`config.mk`:
```
export PLATFORM = sky130hd
export DESIGN_NAME = debounce_bank_flat
export DESIGN_NICKNAME = d
export VERILOG_FILES = /design/src/rtl/debounce_bank_if.sv /design/src/rtl/debounce_bank.sv /design/src/flat_wrapper.sv
export SDC_FILE = /design/constraint.sdc
export NUM_CORES = 1
export LEC_CHECK = 0
export CAP_MARGIN = 10
export CORE_MARGIN = 10
export CORE_UTILIZATION = 55
export CTS_CLUSTER_SIZE = 20
export DETAILED_ROUTE_END_ITERATION = 16
export PLACE_DENSITY = 0.73
export RECOVER_POWER = 25
export SLEW_MARGIN = 5
export SYNTH_ARGS = -nofsm -noshare
export SYNTH_HDL_FRONTEND = slang
export SYNTH_SLANG_ARGS = --single-unit
```
`constraint.sdc`:
```
create_clock -name clk -period 9.32 [get_ports clk]
set_input_delay 1.864 -clock clk [delete_from_list [all_inputs] [get_ports clk]]
set_output_delay 1.864 -clock clk [all_outputs]
set_load 0.1 [all_outputs]
```
`src/rtl/debounce_bank_if.sv`:
```
// Signal bundle for debounce_bank: raw inputs and mode select in, debounced
// levels, event pulses and mode-selected outputs back.
// long_press exists only when DEBOUNCE_BANK_LONGPRESS_EN is defined.
interface debounce_bank_if #(
  parameter int N_CH = 6
);
  logic [N_CH-1:0]   raw_in;
  logic [2*N_CH-1:0] mode;
  logic [N_CH-1:0]   db_level;
  logic [N_CH-1:0]   sig_out;
  logic [N_CH-1:0]   press_pulse;
  logic [N_CH-1:0]   release_pulse;
`ifdef DEBOUNCE_BANK_LONGPRESS_EN
  logic [N_CH-1:0]   long_press;
`endif

  // Drives the inputs and observes the outputs (stimulus side).
  modport master (
    output raw_in, mode,
    input  db_level, sig_out, press_pulse, release_pulse
`ifdef DEBOUNCE_BANK_LONGPRESS_EN
    , input long_press
`endif
  );

  // The debouncer itself.
  modport slave (
    input  raw_in, mode,
    output db_level, sig_out, press_pulse, release_pulse
`ifdef DEBOUNCE_BANK_LONGPRESS_EN
    , output long_press
`endif
  );
endinterface

```
`src/rtl/debounce_bank.sv`:
```
// debounce_bank: N_CH independent debouncers. Each raw input is brought into
// the clk domain by a 2-flop synchronizer, then accepted only after DB_CYCLES
// consecutive clocks of disagreement with the current debounced level.
// Produces press/release pulses, a press-toggled register and a per-channel
// mode-selected output.
// Optional long-press detection: define DEBOUNCE_BANK_LONGPRESS_EN.
module debounce_bank #(
  parameter int N_CH        = 6,
  parameter int DB_CYCLES   = 5,
  parameter int CNT_W       = 28,
  parameter int LONG_CYCLES = 50
) (
  input logic            clk,
  input logic            reset_tmp,
  debounce_bank_if.slave bus
);

  typedef enum logic [1:0] {
    MODE_LEVEL   = 2'b00,
    MODE_TOGGLE  = 2'b01,
    MODE_PRESS   = 2'b10,
    MODE_RELEASE = 2'b11
  } mode_e;

  localparam logic [CNT_W-1:0] CNT_LAST = CNT_W'(DB_CYCLES - 1);

  logic [N_CH-1:0]  r_sync1;
  logic [N_CH-1:0]  r_sync2;
  logic [N_CH-1:0]  r_db;
  logic [N_CH-1:0]  r_press;
  logic [N_CH-1:0]  r_rel;
  logic [N_CH-1:0]  r_tog;
  logic [CNT_W-1:0] r_cnt [N_CH];
  logic [N_CH-1:0]  w_accept;
  logic [N_CH-1:0]  w_sig;

  // Two-stage synchronizer for the asynchronous raw inputs.
  always_ff @(posedge clk or posedge reset_tmp) begin
    if (reset_tmp) begin
      r_sync1 <= '0;
      r_sync2 <= '0;
    end else begin
      // NOTE: non-blocking assignments make r_sync2 take the old r_sync1,
      // giving two real flop stages; blocking would collapse them into one.
      r_sync1 <= bus.raw_in;
      r_sync2 <= r_sync1;
    end
  end

  for (genvar ch = 0; ch < N_CH; ch++) begin : g_ch
    // The new level is accepted on the DB_CYCLES-th consecutive differing clock.
    assign w_accept[ch] = (r_sync2[ch] != r_db[ch]) && (r_cnt[ch] == CNT_LAST);

    // Stability counter: clears on agreement or acceptance, saturates otherwise.
    always_ff @(posedge clk or posedge reset_tmp) begin
      if (reset_tmp) begin
        // NOTE: this counter array is plain flops, so it is cleared by reset
        // like any register; only true RAM macros are left unreset.
        r_cnt[ch] <= '0;
      end else if ((r_sync2[ch] == r_db[ch]) || w_accept[ch]) begin
        r_cnt[ch] <= '0;
      end else if (r_cnt[ch] != '1) begin
        r_cnt[ch] <= r_cnt[ch] + CNT_W'(1);
      end
    end
  end

  // Debounced level, registered edge pulses and the press-toggled register.
  always_ff @(posedge clk or posedge reset_tmp) begin
    if (reset_tmp) begin
      r_db    <= '0;
      r_press <= '0;
      r_rel   <= '0;
      r_tog   <= '0;
    end else begin
      r_db    <= r_db ^ w_accept;
      r_press <= w_accept & r_sync2;
      r_rel   <= w_accept & ~r_sync2;
      r_tog   <= r_tog ^ (w_accept & r_sync2);
    end
  end

  // Per-channel output mux; the toggle register runs in every mode.
  always_comb begin
    // NOTE: default first so every path assigns w_sig and no latch is inferred.
    w_sig = '0;
    for (int ch = 0; ch < N_CH; ch++) begin
      case (mode_e'(bus.mode[2*ch +: 2]))
        MODE_LEVEL:   w_sig[ch] = r_db[ch];
        MODE_TOGGLE:  w_sig[ch] = r_tog[ch];
        MODE_PRESS:   w_sig[ch] = r_press[ch];
        MODE_RELEASE: w_sig[ch] = r_rel[ch];
        default:      w_sig[ch] = 1'b0;
      endcase
    end
  end

  assign bus.db_level      = r_db;
  assign bus.press_pulse   = r_press;
  assign bus.release_pulse = r_rel;
  assign bus.sig_out       = w_sig;

`ifdef DEBOUNCE_BANK_LONGPRESS_EN
  localparam int HOLD_W = $clog2(LONG_CYCLES + 1);

  logic [HOLD_W-1:0] r_hold [N_CH];
  logic              r_long [N_CH];

  for (genvar ch = 0; ch < N_CH; ch++) begin : g_long
    // Hold counter and flag: flag rises LONG_CYCLES clocks after the level
    // rose and drops the clock after the level falls.
    always_ff @(posedge clk or posedge reset_tmp) begin
      if (reset_tmp) begin
        r_hold[ch] <= '0;
        r_long[ch] <= 1'b0;
      end else if (!r_db[ch]) begin
        r_hold[ch] <= '0;
        r_long[ch] <= 1'b0;
      end else begin
        if (r_hold[ch] != HOLD_W'(LONG_CYCLES)) begin
          r_hold[ch] <= r_hold[ch] + HOLD_W'(1);
        end
        if (r_hold[ch] >= HOLD_W'(LONG_CYCLES - 1)) begin
          r_long[ch] <= 1'b1;
        end
      end
    end

    assign bus.long_press[ch] = r_long[ch];
  end
`endif

endmodule

```
`src/flat_wrapper.sv`:
```
// flat-port wrapper written by rule: the top's interface ports become plain ports
module debounce_bank_flat 
#(
  parameter int N_CH        = 6,
  parameter int DB_CYCLES   = 5,
  parameter int CNT_W       = 28,
  parameter int LONG_CYCLES = 50
)
  (clk, reset_tmp, bus_raw_in, bus_mode, bus_db_level, bus_sig_out, bus_press_pulse, bus_release_pulse);
  debounce_bank_if #(.N_CH(N_CH)) bus_i ();
  input logic clk;
  input logic reset_tmp;
  input wire logic [$bits(bus_i.raw_in)-1:0] bus_raw_in;
  input wire logic [$bits(bus_i.mode)-1:0] bus_mode;
  output wire logic [$bits(bus_i.db_level)-1:0] bus_db_level;
  output wire logic [$bits(bus_i.sig_out)-1:0] bus_sig_out;
  output wire logic [$bits(bus_i.press_pulse)-1:0] bus_press_pulse;
  output wire logic [$bits(bus_i.release_pulse)-1:0] bus_release_pulse;
  assign bus_i.raw_in = bus_raw_in;
  assign bus_i.mode = bus_mode;
  assign bus_db_level = bus_i.db_level;
  assign bus_sig_out = bus_i.sig_out;
  assign bus_press_pulse = bus_i.press_pulse;
  assign bus_release_pulse = bus_i.release_pulse;
  debounce_bank #(.N_CH(N_CH), .DB_CYCLES(DB_CYCLES), .CNT_W(CNT_W), .LONG_CYCLES(LONG_CYCLES)) u_core (.clk(clk), .reset_tmp(reset_tmp), .bus(bus_i));
endmodule
```
==> flow_metrics.env, run 1 <==
export IMPL_ys_seq_area_frac=0.467
export IMPL_drtPass1Iterations=5
export IMPL_final_max_slew_viol_count=27
export IMPL_antenna_found_initial=0
export IMPL_synthesis_instances=1144
export IMPL_postRouteAntennaNets=0
export IMPL_crit_arrival_ns=3.91
export IMPL_crit_required_ns=7.46
export IMPL_syn_cell_area_um2=10900
export IMPL_pin_count=44
export IMPL_layout_commonest_cell="dfrtp_1"
export IMPL_hold_class="reg -> reg"
export IMPL_drc=0
export IMPL_critPathKind="in -> out"
export IMPL_cp_start_kind="primary input"
export IMPL_p_leak_nw=4.71
export IMPL_finalSetupViolCount=0
export IMPL_max_freq_mhz=173
export IMPL_grt_ovfl_total=0
export IMPL_grt_usage=0.175
export IMPL_critPathCaptureType="output pin"
export IMPL_clkTransAtPathRegs_ns=0.06
export IMPL_layout_drive_gt1_share=0.0654
export IMPL_drt_initial_drc_count=636
export IMPL_finalHoldViolations=0
export IMPL_grt_pass1_wl_um=40100
export IMPL_vias=9002
export IMPL_synth_ff_type="dfrtp_1"
export IMPL_final_cell_mix="204 x dfrtp_1, 124 x nor2_1, 87 x a21oi_1"
export IMPL_globalplace_congestion=0.878
export IMPL_core_um2=19500
export IMPL_tns_ns=0
export IMPL_path_common_cell="clkdlybuf4s50_1"
export IMPL_cts_sinks=204
export IMPL_violations="capacitance limit, slew limit"
export IMPL_powerDensity_nw_per_um2=205
export IMPL_tightest_slew_ns=3.36
export IMPL_critPathSlowestCell="clkdlybuf4s50_1"
export IMPL_cp_slowest_stage_delay_ns=1.00
export IMPL_dieWidth_um=161
export IMPL_cts_buffers_inserted=23
export IMPL_ir_worst_vdd_mv=0.205
export IMPL_clock_path_buffers=3
export IMPL_syn_avg_cell_area_um2=9.55
export IMPL_synth_seq_cells=204
export IMPL_hpwl_um=15200
export IMPL_max_cap_violations=1
export IMPL_totalWireLength_um=23400
export IMPL_io_buffers=43
export IMPL_synthesis_nets=1176
export IMPL_maxSlewHeadroom=-1.26
export IMPL_synth_cell_types=54
export IMPL_ctsHoldBuffers=0
export IMPL_via_per_inst=6.17
export IMPL_cts_setup_buffers=0
export IMPL_final_util=0.635
export IMPL_ctsResizeCount=0
export IMPL_rsz0062_at_grt="no"
export IMPL_final_nets=1210
export IMPL_die_h_um=161
export IMPL_power_total_mw=2.54
export IMPL_dieArea_um2=25900
export IMPL_fin_hold_ws_ns=0.347
export IMPL_synthArstFlopShare=1.00
export IMPL_crit_chain="clkdlybuf4s50_1, mux4_2, clkdlybuf4s50_1"
export IMPL_critPathMaxFanout=1
export IMPL_rows=51
export IMPL_wire_per_inst_um=16.0
export IMPL_h_tree_depth=1
export IMPL_initial_core_util=0.560
export IMPL_synthToLayoutAreaGrowth_pct=13.5
export IMPL_diodes=0
export IMPL_cts_tree="built"
export IMPL_root_buffer="clkbuf_16"
export IMPL_status="finished, violations left"
export IMPL_grt_max_degree=131
export IMPL_finalCritPeriodShare=0.619
export IMPL_yosysWarnings=0
export IMPL_insertion_delay_ns=0.50
export IMPL_finalClockSkew_ns=0.0100
export IMPL_synth_edf_count=0
export IMPL_final_min_clock_period_ns=5.77
export IMPL_grt_pass1_vias=8552
-- sequential cells by signal, summed over array words and instances, names as in the netlist, named ones only --
signal                    count
u_core.bus.press_pulse        6
u_core.bus.release_pulse      6
u_core.r_cnt                168
u_core.r_sync1                6
u_core.r_sync2                6
u_core.r_tog                  6
-- cell type report --
class | instances | area, um^2
clock inverter | 10 | 175
fill | 1603 | 7120
timing repair buffer | 49 | 473
inverter | 24 | 97.6
clock buffer | 30 | 642
sequential | 204 | 5100
multi-input combinational | 876 | 5580
tap | 265 | 332
-- worst max-delay path: cells and delay by family --
kind / cells / cell delay, ns
muxes: 1 / 0.56
buffers and inverters: 2 / 1.48
-- kinds of logic after synthesis --
kind of cell	after synthesis	share of synthesized area
compound gates	207	0.119
xor+xnor	93	0.0745
fa+ha+maj	12	0.0137
buf+inv	64	0.0240
flops	204	0.467
mux	18	0.0240
simple gates	546	0.278
-- through the flow --
step / cells / cell area (um^2) / setup WS [ns]
after global placement: 1415 / 11600 / 3.53
after detailed placement: 1415 / 11600 / 3.53
final: 1458 / 12400 / 3.55
after floorplan: 1144 / 10900 / 1.89
after CTS: 1455 / 12400 / 3.53
after global routing: 1458 / 12400 / 3.51
-- worst paths after layout --
path | from | endpoint | slack, ns | cells after the start
worst max-delay path | bus_mode[4] | bus_sig_out[2] | 3.55 | 3
worst min-delay path | u_core.r_sync1[0] | u_core.r_sync2[0] | 0.35 | 0
worst max register to register | u_core.r_cnt[120] | u_core.r_cnt[121] | 4.66 | 5
worst min register to register | u_core.r_sync1[0] | u_core.r_sync2[0] | 0.35 | 0
max in group asynchronous | reset_tmp | u_core.r_cnt[19] | 5.91 | 3
min in group asynchronous | reset_tmp | u_core.r_cnt[42] | 1.96 | 2
-- where the power goes --
part / total, mW / switching (mW) / internal, mW
logic: 0.550 / 0.405 / 0.145
registers: 1.02 / 0.0719 / 0.946
clock network: 0.974 / 0.353 / 0.620
-- synth_stat cells (28+ instances only) --
master | n | area share
dfrtp_1 | 204 | 0.47
nor2_1 | 124 | 0.043
a21oi_1 | 87 | 0.040
nand2_1 | 70 | 0.024
xnor2_1 | 62 | 0.050
nand4_1 | 57 | 0.033
nand3_1 | 51 | 0.023
nor4_1 | 43 | 0.025
or4_1 | 36 | 0.025
nor3_1 | 32 | 0.015
clkbuf_1 | 31 | 0.011
or3_1 | 31 | 0.018
xor2_1 | 31 | 0.025
o31ai_1 | 28 | 0.019
-- metal layers --
| layer | track usage | part of all wire |
|---|---|---|
| met5 | 0 | 0 |
| met4 | 0.0443 | 0.016 |
| met1 | 0.241 | 0.48 |
| met2 | 0.280 | 0.46 |
| met3 | 0.0310 | 0.048 |
No activity file was read; power rests on OpenSTA's default activity.
==> run 2: changes to the inputs <==
PLACE_DENSITY = 0.76   (was 0.73)
clock period = 5.2 ns   (was 9.32 ns; I/O delays follow)
==> flow_metrics.env, run 2 (synthesized netlist as in run 1, its figures left out) <==
export IMPL_final_min_clock_period_ns=4.04
export IMPL_rows=51
export IMPL_core_um2=19500
export IMPL_finalSetupViolCount=0
export IMPL_final_area_um2=12400
export IMPL_powerDensity_nw_per_um2=363
export IMPL_status="finished, violations left"
export IMPL_critPathCaptureType="output pin"
export IMPL_initial_core_util=0.560
export IMPL_ctsResizeCount=0
export IMPL_largest_reg_flops=168
export IMPL_insertion_delay_ns=0.51
export IMPL_synthToLayoutAreaGrowth_pct=13.8
export IMPL_layout_commonest_cell="dfrtp_1"
export IMPL_critPathKind="in -> out"
export IMPL_critPathMaxFanout=1
export IMPL_totalWireLength_um=23200
export IMPL_io_buffers=43
export IMPL_tightest_slew_ns=1.56
export IMPL_globalplace_congestion=0.866
export IMPL_regToRegEndpoint="u_core.r_cnt[85]"
export IMPL_ctsHoldBuffers=0
export IMPL_hold_end="u_core.r_sync2[0]"
export IMPL_finalCritPeriodShare=0.778
export IMPL_cts_setup_buffers=0
export IMPL_antenna_found_initial=0
export IMPL_postRouteAntennaNets=0
export IMPL_root_buffer="clkbuf_16"
export IMPL_reg2reg_slack_ns=2.42
export IMPL_final_max_slew_viol_count=66
export IMPL_clock_path_buffers=3
export IMPL_whs_path_depth=0
export IMPL_place_area_um2=11600
export IMPL_tns_ns=0
export IMPL_cts_tree="built"
export IMPL_hpwl_um=15200
export IMPL_finalHoldViolations=0
export IMPL_grt_ovfl_total=0
export IMPL_grt_max_degree=110
export IMPL_fin_hold_ws_ns=0.349
export IMPL_grt_usage=0.176
export IMPL_via_per_inst=6.10
export IMPL_final_nets=1213
export IMPL_maxSlewHeadroom=-0.0378
export IMPL_largest_register="u_core.r_cnt"
export IMPL_crit_required_ns=4.16
export IMPL_clkTransAtPathRegs_ns=0.05
export IMPL_dieArea_um2=25900
export IMPL_max_freq_mhz=247
export IMPL_p_leak_nw=4.71
export IMPL_drt_initial_drc_count=555
export IMPL_cp_start_kind="primary input"
export IMPL_grt_pass1_wl_um=40500
export IMPL_grt_pass1_vias=8627
export IMPL_rsz0062_at_grt="no"
export IMPL_h_tree_depth=1
export IMPL_pin_count=44
export IMPL_ir_worst_vdd_mv=0.314
export IMPL_drc=0
export IMPL_layout_drive_gt1_share=0.0693
export IMPL_diodes=0
export IMPL_max_cap_violations=1
export IMPL_hold_class="reg -> reg"
export IMPL_worstHoldStart="u_core.r_sync1[0]"
export IMPL_drtPass1Iterations=5
export IMPL_final_util=0.637
export IMPL_reg2reg_from="u_core.r_cnt[85]"
export IMPL_wire_per_inst_um=15.9
export IMPL_vias=8925
export IMPL_dieWidth_um=161
export IMPL_cts_sinks=204
export IMPL_final_cell_mix="204 x dfrtp_1, 124 x nor2_1, 87 x a21oi_1"
export IMPL_reg2reg_depth=7
export IMPL_cts_buffers_inserted=23
export IMPL_finalClockSkew_ns=0.0111
export IMPL_crit_arrival_ns=3.00
export IMPL_violations="capacitance limit, slew limit"
export IMPL_die_h_um=161
run 2: changes by cell type in the layout (fill, tap and decap cells not counted), sizes merged, moves of 2 or more:
cell / before / now
clkinv: 5 / 3
clkbuf: 31 / 35
clkinvlp: 0 / 2
buf: 5 / 8
bufinv: 5 / 3
run 2: cell type report:
type,count,area [um^2]
clock inverter,8,121
inverter,24,91.3
sequential,204,5100
multi-input combinational,876,5580
clock buffer,34,697
tap,265,332
fill,1638,7090
timing repair buffer,52,512
run 2: power breakdown:
| part | internal [mW] | switching [mW] |
|---|---|---|
| logic | 0.262 | 0.721 |
| registers | 1.70 | 0.123 |
| clock network | 1.07 | 0.640 |
run 2: worst max-delay path by stage:
stage | cells after the start | end | start
5_1_grt | 3 | bus_sig_out[4] | bus_mode[8]
4_1_cts | 3 | bus_sig_out[4] | bus_mode[8]
2_1_floorplan | 1 | async pin | reset_tmp
6_report | 3 | bus_sig_out[4] | bus_mode[8]
3_3_place_gp | 3 | bus_sig_out[2] | bus_mode[4]
3_5_place_dp | 3 | bus_sig_out[4] | bus_mode[8]
run 2: worst max-delay path, cell delays in order:
cell and delay (ns):
clkdlybuf4s50_1 0.48, mux4_2 0.50, clkdlybuf4s50_1 0.98
run 2: metrics by stage:
| step | power (mW) | setup slack, ns | std cells |
|---|---|---|---|
| after floorplan | 2.60 | 1.52 | 1144 |
| after global placement | 2.82 | 1.17 | 1419 |
| after detailed placement | 2.85 | 1.14 | 1419 |
| after CTS | 4.58 | 1.13 | 1461 |
| after global routing | 4.71 | 1.10 | 1463 |
| final | 4.52 | 1.16 | 1463 |
run 2: layer usage:
metal | global-route usage | routed length (um) | vias to the layer above
li1 | - | - | 4393
met1 | 0.231 | 10700 | 4326
met2 | 0.295 | 11200 | 169
met3 | 0.0275 | 898 | 37
met4 | 0.0484 | 416 | 0
met5 | 0 | 0 | -
==> run 3: changes to the inputs <==
PLACE_DENSITY = 0.73   (was 0.76)
clock period = 4 ns   (was 5.2 ns; I/O delays follow)
==> flow_metrics.env, run 3 (synthesized netlist as in run 1, its figures left out) <==
export IMPL_status="finished, violations left"
export IMPL_violations="capacitance limit, slew limit"
export IMPL_p_sw_mw=1.94
export IMPL_grt_usage=0.180
export IMPL_wire_per_inst_um=16.1
export IMPL_die_h_um=161
export IMPL_p_seq_frac=0.397
export IMPL_dieArea_um2=25900
export IMPL_combPwrFrac=0.213
export IMPL_dieWidth_um=161
export IMPL_reg2reg_depth=6
export IMPL_globalplace_congestion=0.849
export IMPL_drc=0
export IMPL_finalHoldViolations=0
export IMPL_cp_slowest_stage_delay_ns=1.19
export IMPL_cts_buffers_inserted=23
export IMPL_multi_input_area_um2=5580
export IMPL_critPathKind="reg -> out"
export IMPL_whs_path_depth=0
export IMPL_clock_path_buffers=3
export IMPL_swShare=0.325
export IMPL_grt_ovfl_total=0
export IMPL_crit_required_ns=3.20
export IMPL_path_delay_family="buffers and inverters"
export IMPL_critPathSlowestCell="clkdlybuf4s50_1"
export IMPL_max_freq_mhz=337
export IMPL_h_tree_depth=1
export IMPL_reg2reg_slack_ns=1.45
export IMPL_grt_pass1_wl_um=41200
export IMPL_cts_tree="built"
export IMPL_io_buffers=43
export IMPL_cts_sinks=204
export IMPL_drt_initial_drc_count=560
export IMPL_crit_chain="clkdlybuf4s50_1"
export IMPL_finalCritPeriodShare=0.743
export IMPL_vias=9002
export IMPL_root_buffer="clkbuf_16"
export IMPL_postRouteAntennaNets=0
export IMPL_pin_count=44
export IMPL_critPathMaxFanout=6
export IMPL_core_um2=19500
export IMPL_cp_start_kind="flop"
export IMPL_grt_max_degree=137
export IMPL_final_cell_mix="204 x dfrtp_1, 124 x nor2_1, 87 x a21oi_1"
export IMPL_ir_worst_vdd_mv=0.369
export IMPL_rsz0062_at_grt="no"
export IMPL_layout_drive_gt1_share=0.0752
export IMPL_power_total_mw=5.97
export IMPL_crit_cells=1
export IMPL_setup_ws_ns=1.03
export IMPL_nFillCells=1632
export IMPL_tightest_slew_ns=1.82
export IMPL_crit_arrival_ns=2.17
export IMPL_clkPwrFrac=0.390
export IMPL_antenna_found_initial=0
export IMPL_clkTransAtPathRegs_ns=0.06
export IMPL_final_min_clock_period_ns=2.97
export IMPL_fin_hold_ws_ns=0.349
export IMPL_finalSetupViolCount=0
export IMPL_max_cap_violations=1
export IMPL_initial_core_util=0.560
export IMPL_final_max_slew_viol_count=137
export IMPL_rows=51
export IMPL_cell_internal_pwr_mw=4.03
export IMPL_final_seq_area_um2=5100
export IMPL_hold_class="reg -> reg"
export IMPL_finalClockSkew_ns=0.0123
export IMPL_grt_pass1_vias=8465
export IMPL_final_util=0.637
export IMPL_ctsResizeCount=0
export IMPL_ctsHoldBuffers=0
export IMPL_largest_reg_flops=168
export IMPL_timing_critical_path_buf_inv=1
export IMPL_cts_setup_buffers=0
export IMPL_hpwl_um=15600
export IMPL_largest_register="u_core.r_cnt"
export IMPL_diodes=0
export IMPL_tns_ns=0
export IMPL_insertion_delay_ns=0.51
export IMPL_maxSlewHeadroom=-0.212
export IMPL_powerDensity_nw_per_um2=480
export IMPL_p_leak_nw=4.72
export IMPL_via_per_inst=6.16
export IMPL_totalWireLength_um=23500
export IMPL_critPathCaptureType="output pin"
export IMPL_drtPass1Iterations=5
export IMPL_dp_slack_ns=1.08
export IMPL_layout_commonest_cell="dfrtp_1"
export IMPL_final_nets=1213
export IMPL_synthToLayoutAreaGrowth_pct=13.8
==> run 3: cell types whose count changed in the layout (fill, tap and decap cells not counted), moves of 2 or more <==
cell / change
bufinv_16: +3
clkdlybuf4s50_1: -6
clkbuf_8: -5
clkinvlp_4: +2
buf_4: +7
==> run 3: final timing paths <==
| kind | startpoint | end |
|---|---|---|
| max in group asynchronous | reset_tmp | u_core.r_cnt[102] |
| min in group asynchronous | reset_tmp | u_core.r_cnt[52] |
| max reg2reg | u_core.r_cnt[56] | u_core.r_cnt[83] |
| min reg2reg | u_core.r_sync1[5] | u_core.r_sync2[5] |
| min | u_core.r_sync1[5] | u_core.r_sync2[5] |
| max | flop | bus_db_level[4] |
==> run 3: power by group through the flow <==
stage / Combinational, mW / Sequential (mW) / Clock, mW
after floorplan: 0.747 / 2.63 / 0
after global placement: 1.28 / 2.40 / 0
after detailed placement: 1.29 / 2.41 / 0
after CTS: 1.30 / 2.37 / 2.39
after global routing: 1.39 / 2.40 / 2.47
final: 1.27 / 2.37 / 2.33
==> run 3: through the flow <==
stage,area [um^2],std cells
3_5_place_dp,11600,1420
3_3_place_gp,11600,1420
6_report,12400,1462
2_1_floorplan,10900,1144
5_1_grt,12400,1462
4_1_cts,12500,1461
==> run 3: area by class of cell <==
type                            instances  area share
Multi-Input combinational cell        876       0.449
Sequential cell                       204       0.410
Clock buffer                           28      0.0502
Timing Repair Buffer                   52      0.0386
Tap cell                              265      0.0266
Clock inverter                         13      0.0180
Inverter                               24     0.00754
==> run 3: per-layer routing <==
metal	track usage	up-vias	part of all wire
li1	-	4394	-
met1	0.256	4401	0.47
met2	0.283	179	0.46
met3	0.0320	28	0.044
met4	0.0360	0	0.017
met5	0	-	0
